$ cat src/rtl/rgb_palette_pkg.sv
// Shared types and helpers for the writable RGB colour lookup table.
package rgb_palette_pkg;

  localparam int NUM_CH   = 3;
  localparam int MAX_CH_W = 32;

  typedef enum logic {
    ST_INIT,
    ST_READY
  } state_t;

  // Packed {R,G,B} at channel width ch_w; callers size-cast to their width.
  function automatic logic [NUM_CH*MAX_CH_W-1:0] default_colour(
    input int unsigned idx,
    input int unsigned ch_w
  );
    logic [NUM_CH*MAX_CH_W-1:0] ones;
    logic [NUM_CH*MAX_CH_W-1:0] word;
    ones = '0;
    for (int unsigned k = 0; k < MAX_CH_W; k++)
      if (k < ch_w) ones[k] = 1'b1;
    word = '0;
    if (idx[2]) word = word | (ones << (2 * ch_w));
    if (idx[1]) word = word | (ones << ch_w);
    if (idx[0]) word = word | ones;
    return word;
  endfunction

endpackage

$ cat src/rtl/rgb_palette_ram.sv
// Simple dual-port synchronous RAM with write-first read bypass.
// Registered read port, no reset on storage so it maps onto block RAM.
module rgb_palette_ram #(
  parameter int IDX_W = 3,
  parameter int DW    = 24
) (
  input  logic             clk,
  input  logic             we,
  input  logic [IDX_W-1:0] waddr,
  input  logic [DW-1:0]    wdata,
  input  logic             re,
  input  logic [IDX_W-1:0] raddr,
  output logic [DW-1:0]    q
);

  logic [DW-1:0] mem [1<<IDX_W];

  always_ff @(posedge clk) begin
    if (we) mem[waddr] <= wdata;
    if (re) q <= (we && waddr == raddr) ? wdata : mem[raddr];
  end

endmodule

$ cat src/rtl/rgb_palette.sv
// Writable colour LUT: self-loads the 8-colour palette, pipelined reads.
// RGB_PALETTE_BRIGHTNESS_EN adds a brightness scaling stage (latency 3).
import rgb_palette_pkg::*;

module rgb_palette #(
  parameter int IDX_W = 3,
  parameter int CH_W  = 8
) (
  input  logic                   clk,
  input  logic                   rst,
  output logic                   ready,
  input  logic                   wr_en,
  input  logic [IDX_W-1:0]       wr_idx,
  input  logic [NUM_CH*CH_W-1:0] wr_rgb,
  input  logic                   enable,
  input  logic [IDX_W-1:0]       colour,
  output logic [NUM_CH*CH_W-1:0] rgb,
  output logic                   rgb_valid
`ifdef RGB_PALETTE_BRIGHTNESS_EN
  ,
  input  logic [CH_W-1:0]        brightness
`endif
);

  localparam int DW    = NUM_CH * CH_W;
  localparam int DEPTH = 1 << IDX_W;

  state_t           state;
  logic [IDX_W-1:0] cnt;

  logic             ram_we;
  logic [IDX_W-1:0] ram_waddr;
  logic [DW-1:0]    ram_wdata;
  logic [DW-1:0]    ram_q;
  logic             rd_en;

  logic             v0;
  logic             v1;
  logic [DW-1:0]    d1;

  always_ff @(posedge clk) begin
    if (rst) begin
      state <= ST_INIT;
      cnt   <= '0;
      ready <= 1'b0;
    end else begin
      unique case (state)
        ST_INIT: begin
          cnt <= cnt + IDX_W'(1);
          if (cnt == IDX_W'(DEPTH - 1)) begin
            state <= ST_READY;
            ready <= 1'b1;
          end
        end
        ST_READY: ;
      endcase
    end
  end

  // Init load owns the write port until the palette is complete.
  always_comb begin
    ram_we    = 1'b0;
    ram_waddr = wr_idx;
    ram_wdata = wr_rgb;
    if (!rst) begin
      if (state == ST_INIT) begin
        ram_we    = 1'b1;
        ram_waddr = cnt;
        ram_wdata = DW'(default_colour(32'(cnt), CH_W));
      end else begin
        ram_we = wr_en;
      end
    end
  end

  assign rd_en = enable & ready & ~rst;

  rgb_palette_ram #(
    .IDX_W(IDX_W),
    .DW   (DW)
  ) u_ram (
    .clk  (clk),
    .we   (ram_we),
    .waddr(ram_waddr),
    .wdata(ram_wdata),
    .re   (rd_en),
    .raddr(colour),
    .q    (ram_q)
  );

  always_ff @(posedge clk) begin
    if (rst) begin
      v0 <= 1'b0;
      v1 <= 1'b0;
    end else begin
      v0 <= rd_en;
      v1 <= v0;
    end
  end

  always_ff @(posedge clk) d1 <= ram_q;

`ifdef RGB_PALETTE_BRIGHTNESS_EN
  logic             v2;
  logic [DW-1:0]    d2;
  logic [DW-1:0]    scaled;
  logic [2*CH_W:0]  opa;
  logic [2*CH_W:0]  opb;

  always_ff @(posedge clk) begin
    if (rst) v2 <= 1'b0;
    else     v2 <= v1;
  end

  always_ff @(posedge clk) d2 <= d1;

  // brightness+1 keeps all-ones an exact identity after the >> CH_W.
  always_comb begin
    scaled = '0;
    opa    = '0;
    opb    = {{(CH_W+1){1'b0}}, brightness} + {{(2*CH_W){1'b0}}, 1'b1};
    for (int c = 0; c < NUM_CH; c++) begin
      opa = {{(CH_W+1){1'b0}}, d2[c*CH_W +: CH_W]};
      scaled[c*CH_W +: CH_W] = CH_W'((opa * opb) >> CH_W);
    end
  end

  always_ff @(posedge clk) begin
    if (rst) begin
      rgb       <= '0;
      rgb_valid <= 1'b0;
    end else begin
      rgb_valid <= v2;
      if (v2) rgb <= scaled;
    end
  end
`else
  always_ff @(posedge clk) begin
    if (rst) begin
      rgb       <= '0;
      rgb_valid <= 1'b0;
    end else begin
      rgb_valid <= v1;
      if (v1) rgb <= d1;
    end
  end
`endif

endmodule

$ cat config.mk
export PLATFORM = sky130hd
export DESIGN_NAME = rgb_palette
export DESIGN_NICKNAME = d
export VERILOG_FILES = /design/src/rtl/rgb_palette_pkg.sv /design/src/rtl/rgb_palette_ram.sv /design/src/rtl/rgb_palette.sv
export SDC_FILE = /design/constraint.sdc
export NUM_CORES = 1
export LEC_CHECK = 0
export BUFFER_PORTS_ARGS = -buffer_cell sky130_fd_sc_hd__buf_2
export CORE_ASPECT_RATIO = 0.75
export CORE_MARGIN = 2
export CORE_UTILIZATION = 28
export CTS_BUF_LIST = sky130_fd_sc_hd__clkbuf_4 sky130_fd_sc_hd__clkbuf_8 sky130_fd_sc_hd__clkbuf_16
export CTS_CLUSTER_SIZE = 20
export DETAILED_ROUTE_END_ITERATION = 12
export PLACE_DENSITY = 0.52
export SYNTH_ARGS = -nofsm -noshare
export SYNTH_HDL_FRONTEND = slang
export SYNTH_HIERARCHICAL = 1
export SYNTH_SLANG_ARGS = --single-unit
$ cat constraint.sdc
create_clock -name clk -period 10.35 [get_ports clk]
set_input_delay 3.105 -clock clk [delete_from_list [all_inputs] [get_ports clk]]
set_output_delay 3.105 -clock clk [all_outputs]
set_load 0.02 [all_outputs]
==> flow_metrics.py <==
metrics = {
    "yosys": {
        "synth_compound_gate_area_share": 0.0141,
        "synthMuxAreaShare": 0.186,
        "synth-xor-area-share": 0.00340,
        "synth_cells": 542,
        "yosys.area.top_type_share": 0.630,
        "synth_top_family_by_area": "multiplexers",
        "syn_area_per_cell_sq_um": 19.0,
        "ys_types": 27,
        "synthTopCellsByArea": "edfxtp_1 63%, dfxtp_1 11%, mux4_2 11%",
        "synthAdderAreaFrac": 0.00243,
        "synth_edf_count": 216,
        "yosys.area_share.simple": 0.0326,
        "yosysMostFrequentCell": "edfxtp_1",
        "ys_ff_latch": 272,
        "syn_area_sq_mm": 0.0103,
        "synth_async_sr_flop_share": 0,
        "syn_nets": 578,
        "ys_seq_area_frac": 0.739,
        "ys_warn_count": 6,
        "yosys_most_used_dff": "edfxtp_1",
        "synthTopCellsByCount": "216 x edfxtp_1, 56 x dfxtp_1, 48 x mux4_2, 38 x mux2_2, 35 x nor2_1",
        "yosys.area.top_type": "edfxtp_1",
    },
    "sta": {
        "fin_crit_sh": 0.606,
        "setup_viol": 0,
        "finalHoldViolCount": 0,
        "max_freq_mhz": 159,
        "clock_skew_ns": 0.0131,
        "rsz0062_at_grt": "false",
        "max_slew_margin": 0.277,
        "period_needed_ns": 6.27,
        "tns_ns": 0,
        "fin_hold_ws_ns": 0.342,
        "slew_violations": 0,
        "worst_slew_pin_slew_ns": 1.08,
    },
    "grt": {
        "grt_first_pass_wirelength_um": 32500,
        "grt_max_degree": 50,
        "grt-ovfl-total": 0,
        "antenna_found_initial": 1,
        "track_usage": 0.113,
        "grt_pass1_vias": 5326,
    },
    "place": {
        "io_buffers": 59,
        "place_congestion": 0.718,
        "dp_hpwl_um": 12800,
        "post_dp_cell_area_sq_mm": 0.0111,
    },
    "min_path": {
        "hold_depth": 0,
        "worstHoldStart": "u_ram/q[21]",
        "hold_path.class": "flip-flop to flip-flop",
        "hold_end": "d1[21]",
    },
    "floorplanning": {
        "die_w_um": 225,
        "initial_core_util": 0.286,
        "die_height_um": 170,
        "fp.dieArea_sq_mm": 0.0383,
        "ios": 60,
        "core_sq_mm": 0.0360,
        "rows": 60,
    },
    "cts": {
        "cts-root-buf": "clkbuf_16",
        "clk_pin_slew_ns": 0.06,
        "postCtsSetupBuffers": 0,
        "insertion_delay_ns": 0.54,
        "cts_tree": "done",
        "cts_made_buffers": 29,
        "post_cts_resized": 0,
        "hold_buffers": 0,
        "h-tree-depth": 1,
        "clockBufferDepth": 3,
        "cts.sinks": 272,
    },
    "critical_path": {
        "cpMostUsedCell": "buf_4",
        "reg2reg_depth": 7,
        "crit_chain": "buf_2, buf_4, or3b_1, nand2_1, xnor2_1, nand4_1, buf_4, mux2_4",
        "worstPathArrival_ns": 6.57,
        "critPathLaunchType": "primary input",
        "endpoint_kind": "flip-flop",
        "path_class": "primary input to flip-flop",
        "cpPeakStageDelay_ns": 0.73,
        "reg2reg_from": "state",
        "crit_slowest_cell": "nand4_1",
        "crit_path_max_fanout": 38,
        "rr_endpoint": "u_ram/q[13]",
        "worstPathRequired_ns": 10.65,
        "worst-r2r-setup-slack_ns": 6.58,
    },
    "detailed_routing": {
        "via_per_inst": 4.50,
        "postRouteAntennaNets": 0,
        "drc": 0,
        "wl_per_cell_um": 19.4,
        "wirelength_um": 21400,
        "drtIter0Drc": 260,
        "first_pass_iters": 4,
        "num_vias": 4963,
    },
    "finish": {
        "postLayoutCellArea_sq_mm": 0.0121,
        "drive_above_1_share": 0.358,
        "nets": 649,
        "area_growth_pct": 17.2,
        "fillerInstances": 3434,
    },
    "outcome": {
        "status": "completed",
    },
    "power_and_ir_drop": {
        "power_leakage_nw": 4.16,
        "peakVddDrop_mv": 0.118,
        "powerDensity_mw_per_mm2": 199,
    },
    "run": {
        "maxCapViolCount": 0,
    },
}
cells in the final DEF, fill, tap and decap left out, types with 2 or more instances in the layout:
| master | n |
|---|---|
| nor2_2 | 3 |
| mux2_2 | 38 |
| xnor2_1 | 3 |
| edfxtp_1 | 216 |
| nor2b_1 | 2 |
| or3b_1 | 3 |
| clkbuf_16 | 29 |
| buf_4 | 14 |
| o21ai_0 | 20 |
| clkinv_1 | 4 |
| mux2_4 | 10 |
| nor2_4 | 3 |
| o21ai_1 | 7 |
| nand2_1 | 29 |
| a21oi_1 | 2 |
| clkbuf_8 | 2 |
| clkbuf_4 | 7 |
| ha_1 | 2 |
| mux4_2 | 48 |
| inv_1 | 2 |
| dfxtp_1 | 56 |
| nor3_2 | 2 |
| buf_2 | 59 |
| clkinv_2 | 7 |
| bufinv_16 | 3 |
| nand2b_1 | 4 |
| mux2i_1 | 26 |
| nor2_1 | 29 |
worst max-delay path, delay by kind of cell:
kind                   cells  cell delay, ns
XOR/XNOR                   1            0.21
buffers and inverters      3            1.52
multiplexers               1            0.32
AND/OR/NAND/NOR            3            1.38
per-layer routing:
layer	part of all wire	up-vias	track usage
met3	0.037	37	0.0209
met1	0.46	2581	0.151
met2	0.48	94	0.187
met4	0.021	0	0.0328
li1	-	2251	-
met5	0	-	0
area by class of cell:
| cell class | instances | area, sq um | area share |
|---|---|---|---|
| timing repair buffer | 73 | 400 | 0.0332 |
| inverter | 2 | 7.51 | 0.000622 |
| clock inverter | 16 | 156 | 0.0130 |
| multi-input combinational | 235 | 2500 | 0.208 |
| antenna | 1 | 2.50 | 0.000207 |
| tap | 465 | 582 | 0.0482 |
| sequential | 272 | 7610 | 0.630 |
| clock buffer | 38 | 806 | 0.0668 |
how the worst max path moves through the flow:
stage	startpoint	end	slack, ns
detailed placement	rst	u_ram/q[13]	3.47
floorplan	rst	u_ram/mem[4][0]	4.30
global placement	rst	u_ram/q[13]	3.55
finish	rst	u_ram/q[13]	4.08
CTS	rst	u_ram/q[13]	4.04
global route	rst	u_ram/q[13]	3.82
kinds of logic (layout without fill, tap and decap cells):
kind of cell	Yosys count	count (layout)
AOI/OAI and AO/OA	29	29
xor gates and xnor gates	4	4
adders and majority gates	2	2
buffers and inverters	35	129
DFF	272	272
muxes	122	122
other	0	1
and+or+nand+nor	78	78
flip-flops by register name, summed over array words and instances (netlist names):
register / cells
cnt: 3
d1: 24
ready: 1
rgb: 24
rgb_valid: 1
state: 1
u_ram/mem: 192
u_ram/q: 24
v0: 1
v1: 1
power breakdown:
part	leakage (nW)	switching (W)	internal (W)
combinational	1.24	0.0000823	0.0000611
clock	0.485	0.000404	0.000621
sequential	2.44	0.00000667	0.00122
total	4.16	0.000493	0.00190
through the flow:
stage	util	instances	setup WS (ns)	power, W
after floorplan	-	542	4.30	0.00135
after global placement	0.308	1047	3.55	0.00139
after detailed placement	0.308	1047	3.47	0.00140
after CTS	0.335	1101	4.04	0.00243
after global routing	0.335	1101	3.82	0.00248
final	0.335	1102	4.08	0.00240
(Power assumes the default switching activity.)
